## src/rtl/if_stage.sv

```systemverilog
// ============================================================================
// if_stage -- RV64 instruction-fetch stage, directly upstream of id_stage.
//
// Purpose:
//   Owns the fetch PC and keeps at most one request outstanding on the
//   instruction bus. Returned words are stored in a small FIFO together with
//   their PC and handed to id_stage with a valid/ready handshake. A redirect
//   flushes the FIFO and throws away any response that is still in flight.
//
// Ports:
//   clk, rst          clock (rising edge); asynchronous active-high reset
//   redirect_valid    flush and restart fetch at redirect_pc
//   redirect_pc[63:0] new fetch PC (bits [1:0] forced to zero)
//   imem_req_valid    fetch request valid
//   imem_req_ready    bus accepts the request this cycle
//   imem_req_addr     fetch address (the current PC)
//   imem_resp_valid   response word valid (in order, >=1 cycle after accept)
//   imem_resp_data    fetched instruction word
//   inst_valid        FIFO head valid toward id_stage
//   id_ready          id_stage consumes the head this cycle
//   inst, inst_addr   head instruction word and its PC (zero when empty)
// ============================================================================
module if_stage #(
    parameter logic [63:0] RESET_PC   = 64'h0000_0000_8000_0000,
    parameter int          FIFO_DEPTH = 2
) (
    input  logic        clk,
    input  logic        rst,
    input  logic        redirect_valid,
    input  logic [63:0] redirect_pc,
    output logic        imem_req_valid,
    input  logic        imem_req_ready,
    output logic [63:0] imem_req_addr,
    input  logic        imem_resp_valid,
    input  logic [31:0] imem_resp_data,
    output logic        inst_valid,
    input  logic        id_ready,
    output logic [31:0] inst,
    output logic [63:0] inst_addr
);

    localparam int PW = $clog2(FIFO_DEPTH);
    localparam int CW = PW + 1;

    typedef enum logic [1:0] {
        S_REQ  = 2'd0,
        S_WAIT = 2'd1,
        S_DROP = 2'd2
    } state_t;

    typedef struct packed {
        logic [31:0] inst;
        logic [63:0] addr;
    } fifo_ent_t;

    state_t          state_q, state_d;
    logic [63:0]     pc_q, pc_d;
    logic [63:0]     req_pc_q, req_pc_d;
    fifo_ent_t       mem_q [FIFO_DEPTH];
    fifo_ent_t       mem_d [FIFO_DEPTH];
    logic [PW-1:0]   wr_ptr_q, wr_ptr_d;
    logic [PW-1:0]   rd_ptr_q, rd_ptr_d;
    logic [CW-1:0]   count_q, count_d;

    logic            req_fire;
    logic            push;
    logic            pop;

    // Issue is conservative: a pop in the same cycle does not free a slot
    // for a new request. The reset term keeps the bus quiet while rst is high.
    assign imem_req_valid = ~rst && (state_q == S_REQ) &&
                            (count_q < CW'(FIFO_DEPTH)) && ~redirect_valid;
    assign imem_req_addr  = pc_q;
    assign req_fire       = imem_req_valid & imem_req_ready;

    assign inst_valid = (count_q != '0);
    assign inst       = inst_valid ? mem_q[rd_ptr_q].inst : 32'd0;
    assign inst_addr  = inst_valid ? mem_q[rd_ptr_q].addr : 64'd0;

    always_comb begin
        state_d  = state_q;
        pc_d     = pc_q;
        req_pc_d = req_pc_q;
        mem_d    = mem_q;
        wr_ptr_d = wr_ptr_q;
        rd_ptr_d = rd_ptr_q;
        count_d  = count_q;
        push     = 1'b0;
        pop      = inst_valid & id_ready;

        case (state_q)
            S_REQ: begin
                if (req_fire) begin
                    pc_d     = pc_q + 64'd4;
                    req_pc_d = pc_q;
                    state_d  = S_WAIT;
                end
            end
            S_WAIT: begin
                if (imem_resp_valid) begin
                    push    = 1'b1;
                    state_d = S_REQ;
                end
            end
            S_DROP: begin
                if (imem_resp_valid) begin
                    state_d = S_REQ;
                end
            end
            default: state_d = S_REQ;
        endcase

        if (redirect_valid) begin
            // Redirect wins over everything: flush, drop, restart.
            pc_d     = redirect_pc & ~64'd3;
            push     = 1'b0;
            pop      = 1'b0;
            wr_ptr_d = '0;
            rd_ptr_d = '0;
            count_d  = '0;
            // A response landing this very cycle retires the outstanding
            // request, so there is nothing left to drop afterward.
            if (state_q == S_REQ || imem_resp_valid) begin
                state_d = S_REQ;
            end else begin
                state_d = S_DROP;
            end
        end else begin
            if (push) begin
                mem_d[wr_ptr_q] = '{inst: imem_resp_data, addr: req_pc_q};
                wr_ptr_d        = wr_ptr_q + PW'(1);
            end
            if (pop) begin
                rd_ptr_d = rd_ptr_q + PW'(1);
            end
            count_d = count_q + CW'(push) - CW'(pop);
        end
    end

    always_ff @(posedge clk or posedge rst) begin
        if (rst) begin
            state_q  <= S_REQ;
            pc_q     <= RESET_PC;
            req_pc_q <= '0;
            wr_ptr_q <= '0;
            rd_ptr_q <= '0;
            count_q  <= '0;
            for (int i = 0; i < FIFO_DEPTH; i++) begin
                mem_q[i] <= '0;
            end
        end else begin
            state_q  <= state_d;
            pc_q     <= pc_d;
            req_pc_q <= req_pc_d;
            wr_ptr_q <= wr_ptr_d;
            rd_ptr_q <= rd_ptr_d;
            count_q  <= count_d;
            for (int i = 0; i < FIFO_DEPTH; i++) begin
                mem_q[i] <= mem_d[i];
            end
        end
    end

endmodule

```

## config.mk

```make
export PLATFORM = sky130hd
export DESIGN_NAME = if_stage
export DESIGN_NICKNAME = d
export VERILOG_FILES = /design/src/rtl/if_stage.sv
export SDC_FILE = /design/constraint.sdc
export NUM_CORES = 1
export LEC_CHECK = 0
export ABC_AREA = 1
export CORE_MARGIN = 2
export CORE_UTILIZATION = 55
export CTS_CLUSTER_SIZE = 14
export DETAILED_ROUTE_END_ITERATION = 7
export PLACE_DENSITY_LB_ADDON = 0.12
export SLEW_MARGIN = 40
export SYNTH_ARGS = -nofsm -noshare
export SYNTH_HDL_FRONTEND = slang
export SYNTH_SLANG_ARGS = --single-unit
```

## constraint.sdc

```tcl
create_clock -name clk -period 27.1 [get_ports clk]
set_input_delay 5.42 -clock clk [delete_from_list [all_inputs] [get_ports clk]]
set_output_delay 5.42 -clock clk [all_outputs]
set_load 0.05 [all_outputs]
```

## Word level (Yosys, flattened, before mapping)

Cells that the tools add are included.

| cells by class | value |
|---|---|
| muxes and demuxes | 23 |
| equality and inequality tests | 4 |
| $lt $le $gt $ge | 4 |
| reductions and logical operators | 16 |
| add/sub/neg operators | 5 |
| bitwise logic cells | 6 |

Operators by type and width:

| operator | count |
|---|---|
| 96-bit two-way mux | 4 |
| 64-bit two-way mux | 4 |
| 192-bit bitwise mux | 1 |
| 96-bit demux with 1-bit select | 1 |
| 64-bit by 3-bit adder with 64-bit output (second input constant) | 1 |
| 32-bit two-way mux | 1 |
| 2-bit two-way mux | 5 |
| 2-bit nonzero test | 5 |
| 2-bit AND reduction | 4 |
| 1-bit two-way mux | 6 |
| 2-bit greater-or-equal comparator (second input constant) | 2 |
| 1-bit logical AND | 4 |
| 1-bit inverter with 2-bit output | 2 |
| 2-bit one-hot mux with 2 select lines | 1 |
| 3-bit by 1-bit != test with 1-bit output (second input constant) | 1 |
| 3-bit != test (second input constant) | 1 |
| 1-bit adder (second input constant) | 2 |
| 2-bit by 1-bit adder with 2-bit output | 1 |
| 1-bit bitwise AND | 2 |
| 2-bit by 1-bit equality test with 1-bit output (second input constant) | 1 |
| 2-bit equality test (second input constant) | 1 |
| 2-bit logical NOT | 1 |
| 2-bit by 1-bit less-than comparator with 1-bit output (second input constant) | 1 |
| 2-bit less-than comparator (second input constant) | 1 |
| 4 further kinds | 5 |

| word-level totals | value |
|---|---|
| input bits | 102 |
| flip-flop bits (word level) | 326 |
| word-level logic and storage cells | 68 |
| output and inout bits | 162 |

## Longest topological paths before layout

| logic depth | value |
|---|---|
| word-level depth | 8 |
| depth in mapped cells | 10 |

## Least setup slack after synthesis

No wires, ideal clock.

| timing path | value |
|---|---|
| path kind | input -> output |
| start point | in redirect_valid |
| end point | out imem_req_valid |
| path slack | 14730 ps |
| path buffers | 2 |
| arrival | 6950 ps |
| stages on the path | 5 |
| path through | buf_4 > inv_2 > buf_2 > nand2_1 > nor3_1 |

| between the ends | value |
|---|---|
| longest elaborated chain between the ends | 2 |

Ends and longest elaborated chain:

| what | line | source |
|---|---|---|
| start: declaration | 29 | `input logic redirect_valid,` |
| 1-bit inverter (no line) | -- |  |
| 1-bit logical AND | 72 | `(count_q < CW'(FIFO_DEPTH)) && ~redirect_valid;` |
| end: declaration | 31 | `output logic imem_req_valid,` |

Every way passes these cells.

## Worst setup path after layout

Same ends and word-level chain as after synthesis.

==> metrics.md <==
| Metric | Value |
|---|---|
| TritonCTS clock tree | `yes` |
| Setup CP Type | `in -> out` |
| Hold crit path type | `reg -> reg` |
| Vias in the first global route | `13800` |
| Reg2Reg Setup Slack | `24.09 ns` |
| Post-synth top area share | `0.506` |
| Worst Path Required | `21.68 ns` |
| First-pass GRT wire length | `74900 um` |
| Routability congestion estimate | `around 0.92` |
| Final setup fails | `0` |
| Dominant cells by area after synthesis | `dfrtp_1 51%, nand2_1 16%, o21ai_0 9.2%` |
| Post-layout power | `approximately 2100 uW` |
| PortBufs | `around 260` |
| Initial Utilization | `0.562` |
| Pwr per Cell Area | `around 110 mW/mm^2` |
| Number of cell rows | `61` |
| Prevailing post-synth register cell | `dfrtp_1` |
| Hold Worst Slack | `0.481 ns` |
| Unrepaired setup endpoints after global routing | `false` |
| Total leakage power | `0.00908 uW` |
| Post-DP HPWL | `31600 um` |
| Die Ht | `roughly 170 um` |
| DRC viols | `0` |
| Crit share post-route | `0.470` |
| Data arrival, critical path | `between 7 and 8 ns` |
| Slew at the pin closest to its max-slew limit | `0.800 ns` |
| Peak Freq | `slightly below 80 MHz` |
| Final Skew | `0.0135 ns` |
| Diode count | `0` |
| Post-synth EDFFs | `0` |
| Mapped cell area | `roughly 0.016 sq mm` |
| Routed vias/inst | `~5.5` |
| Synth warn | `0` |
| CTS root buffer | `clkbuf_16` |
| H-tree depth | `2` |
| Gr usage total | `0.312` |
| Crit start category | `input port` |
| TritonCTS Buffers | `36` |
| Layout area overhead | `25.1%` |
| Max Root-Sink Buffers | `3` |
| Crit end category | `primary output` |
| Clk pin slew, worst setup/hold paths | `0.06 ns` |
| Asr flop ratio synth | `1.00` |
| WL per Instance | `~17 um` |
| Cells after Synth | `between 2000 and 2500` |
| Via count | `14600` |
| Max IR drop VDD | `0.0624 mV` |
| Max-cap viol count | `0` |
| Placed Instances | `between 2000 and 3000` |
| Register bit count reported by yosys | `318` |
| Cell variety after synth | `37` |
| Final WL | `roughly 47000 um` |
| Largest stage delay, worst path | `0.82 ns` |
| Synth Area per Inst | `between 7 and 8 sq um` |
| Non-Filler Instances | `roughly 2700` |
| Cell taking the most area after synthesis | `dfrtp_1` |
| CTS sink count | `~320` |
| Die W | `173 um` |
| Final nets | `2385` |
| Fin worst setup slack | `14.37 ns` |
| Critical Path Fanout Max | `65` |
| Slowest CP cell | `clkdlybuf4s50_1` |
| Layout cells sized above 1 | `0.0456` |
| Final hold viol count | `0` |
| Antenna Nets Post-Route | `0` |
| Slew Limit Headroom | `0.467` |
| Slew Limit Fails | `0` |
| Status | `complete, no violations` |
| Overflow after GRT | `0` |
| Hold_buf cts | `0` |
| Clock latency on the worst-skew pair | `0.52 ns` |
| Post-Place Worst Slack | `approximately 14 ns` |
| Initial antenna violation count | `1` |
| Crit path time final | `between 10 and 15 ns` |
| Largest net degree at the start of global routing | `136` |
| Ports | `approximately 260` |
| Final setup TNS | `0 ns` |
| Setup Fix Bufs, Post-CTS | `0` |
| Core Area | `0.0279 sq mm` |
| TritonRoute pass-1 iters | `5` |
| PostCTS Resize Cnt | `0` |
| Register area share after synthesis | `0.507` |
| Initial DRC count | `1424` |
| Die ar. | `0.0299 sq mm` |
| FILL cells | `2340` |
| CP Cell Sequence | `buf_2 -> buf_4 -> inv_2 -> nand2_1 -> nor3_1 -> clkdlybuf4s50_1` |
[layer usage]
layer	vias up	track usage	part of all wire
met5	-	0	0.00028
met4	2	0.0847	0.025
met3	79	0.0482	0.082
met2	655	0.477	0.45
met1	6919	0.466	0.44
li1	6959	-	-
[worst max-delay path: cells and delay by family]
| family | cells | cell delay (ns) |
|---|---|---|
| and+or+nand+nor | 2 | 0.29 |
| buffers and inverters | 4 | 1.59 |
[cell usage in the layout (no fill, tap or decap), drive strengths merged]
| cell type | instances |
|---|---|
| o21ai | 303 |
| clkbuf | 52 |
| a21oi | 125 |
| buf | 17 |
| inv | 220 |
| a31oi | 2 |
| xor2 | 7 |
| o21bai | 8 |
| o31ai | 1 |
| xnor2 | 2 |
| nand2 | 663 |
| nand3b | 28 |
| o221ai | 1 |
| clkinv | 13 |
| dfstp | 1 |
| o311ai | 1 |
| nor2 | 187 |
| nand4 | 10 |
| clkdlybuf4s50 | 256 |
| o211ai | 4 |
| conb | 4 |
| dfrtp | 317 |
| ha | 5 |
| clkinvlp | 1 |
| nand3 | 73 |
| nor3 | 1 |
[Yosys cell counts, types with 2 or more instances]
cell type    n
clkinv_1     5
xnor2_1      2
nand4_1      9
nor2_8       2
nor2_1     176
inv_2        2
o21bai_1     8
nor2_4       3
a31oi_1      2
dfrtp_1    317
nand2_4      2
clkbuf_1    44
xor2_1       7
buf_4        8
nor2_2       6
buf_2       51
buf_1        4
a21oi_1    125
buf_6        2
nand3_1     72
nand2_1    652
nand2_2      9
o211ai_1     4
nand3b_1    28
o21ai_1     14
o21ai_0    289
inv_1      217
ha_1         5
[flip-flops by register name (all words and copies together), names as in the netlist]
name and cells:
imem_req_addr 62, wr_ptr_q 1, state_q 2, count_q 2
req_pc_q 62, mem_q 188, rd_ptr_q 1
[final timing paths]
check,depth (start not counted),start,to
worst max-delay path,6,redirect_valid,imem_req_valid
worst min-delay path,2,req_pc_q[30],req_pc_q[30]
worst max register to register,11,state_q[0],imem_req_addr[36]
worst min register to register,2,req_pc_q[30],req_pc_q[30]
max in group asynchronous,4,rst,req_pc_q[14]
min in group asynchronous,2,rst,rd_ptr_q
[logic make-up after synthesis]
| group | after synthesis | synth area share |
|---|---|---|
| and+or+nand+nor | 962 | 0.252 |
| AOI/OAI and AO/OA | 445 | 0.145 |
| buffers and inverters | 334 | 0.0869 |
| DFF | 318 | 0.507 |
| xor gates and xnor gates | 9 | 0.00502 |
| adders and majority gates | 5 | 0.00399 |
| other | 1 | 0.000239 |
[final cells by class]
class / instances / area (sq um) / area share
Sequential cell: 318 / 7960 / 0.406
Multi-Input combinational cell: 1425 / 6420 / 0.327
Timing Repair Buffer: 273 / 2790 / 0.142
Clock buffer: 52 / 1060 / 0.0541
Inverter: 224 / 855 / 0.0435
Tap cell: 378 / 473 / 0.0241
Clock inverter: 10 / 71.3 / 0.00363
[stage by stage]
step | cell area, sq um | util
2_1_floorplan | 15700 | -
3_3_place_gp | 18400 | 0.657
3_5_place_dp | 18500 | 0.661
4_1_cts | 19600 | 0.702
5_1_grt | 19600 | 0.703
6_report | 19600 | 0.703
[power by group]
part	switching (uW)	internal, uW
logic	561	264
registers	114	662
clock network	191	272
total	865	1200
Power figures use the tool's default switching activity.
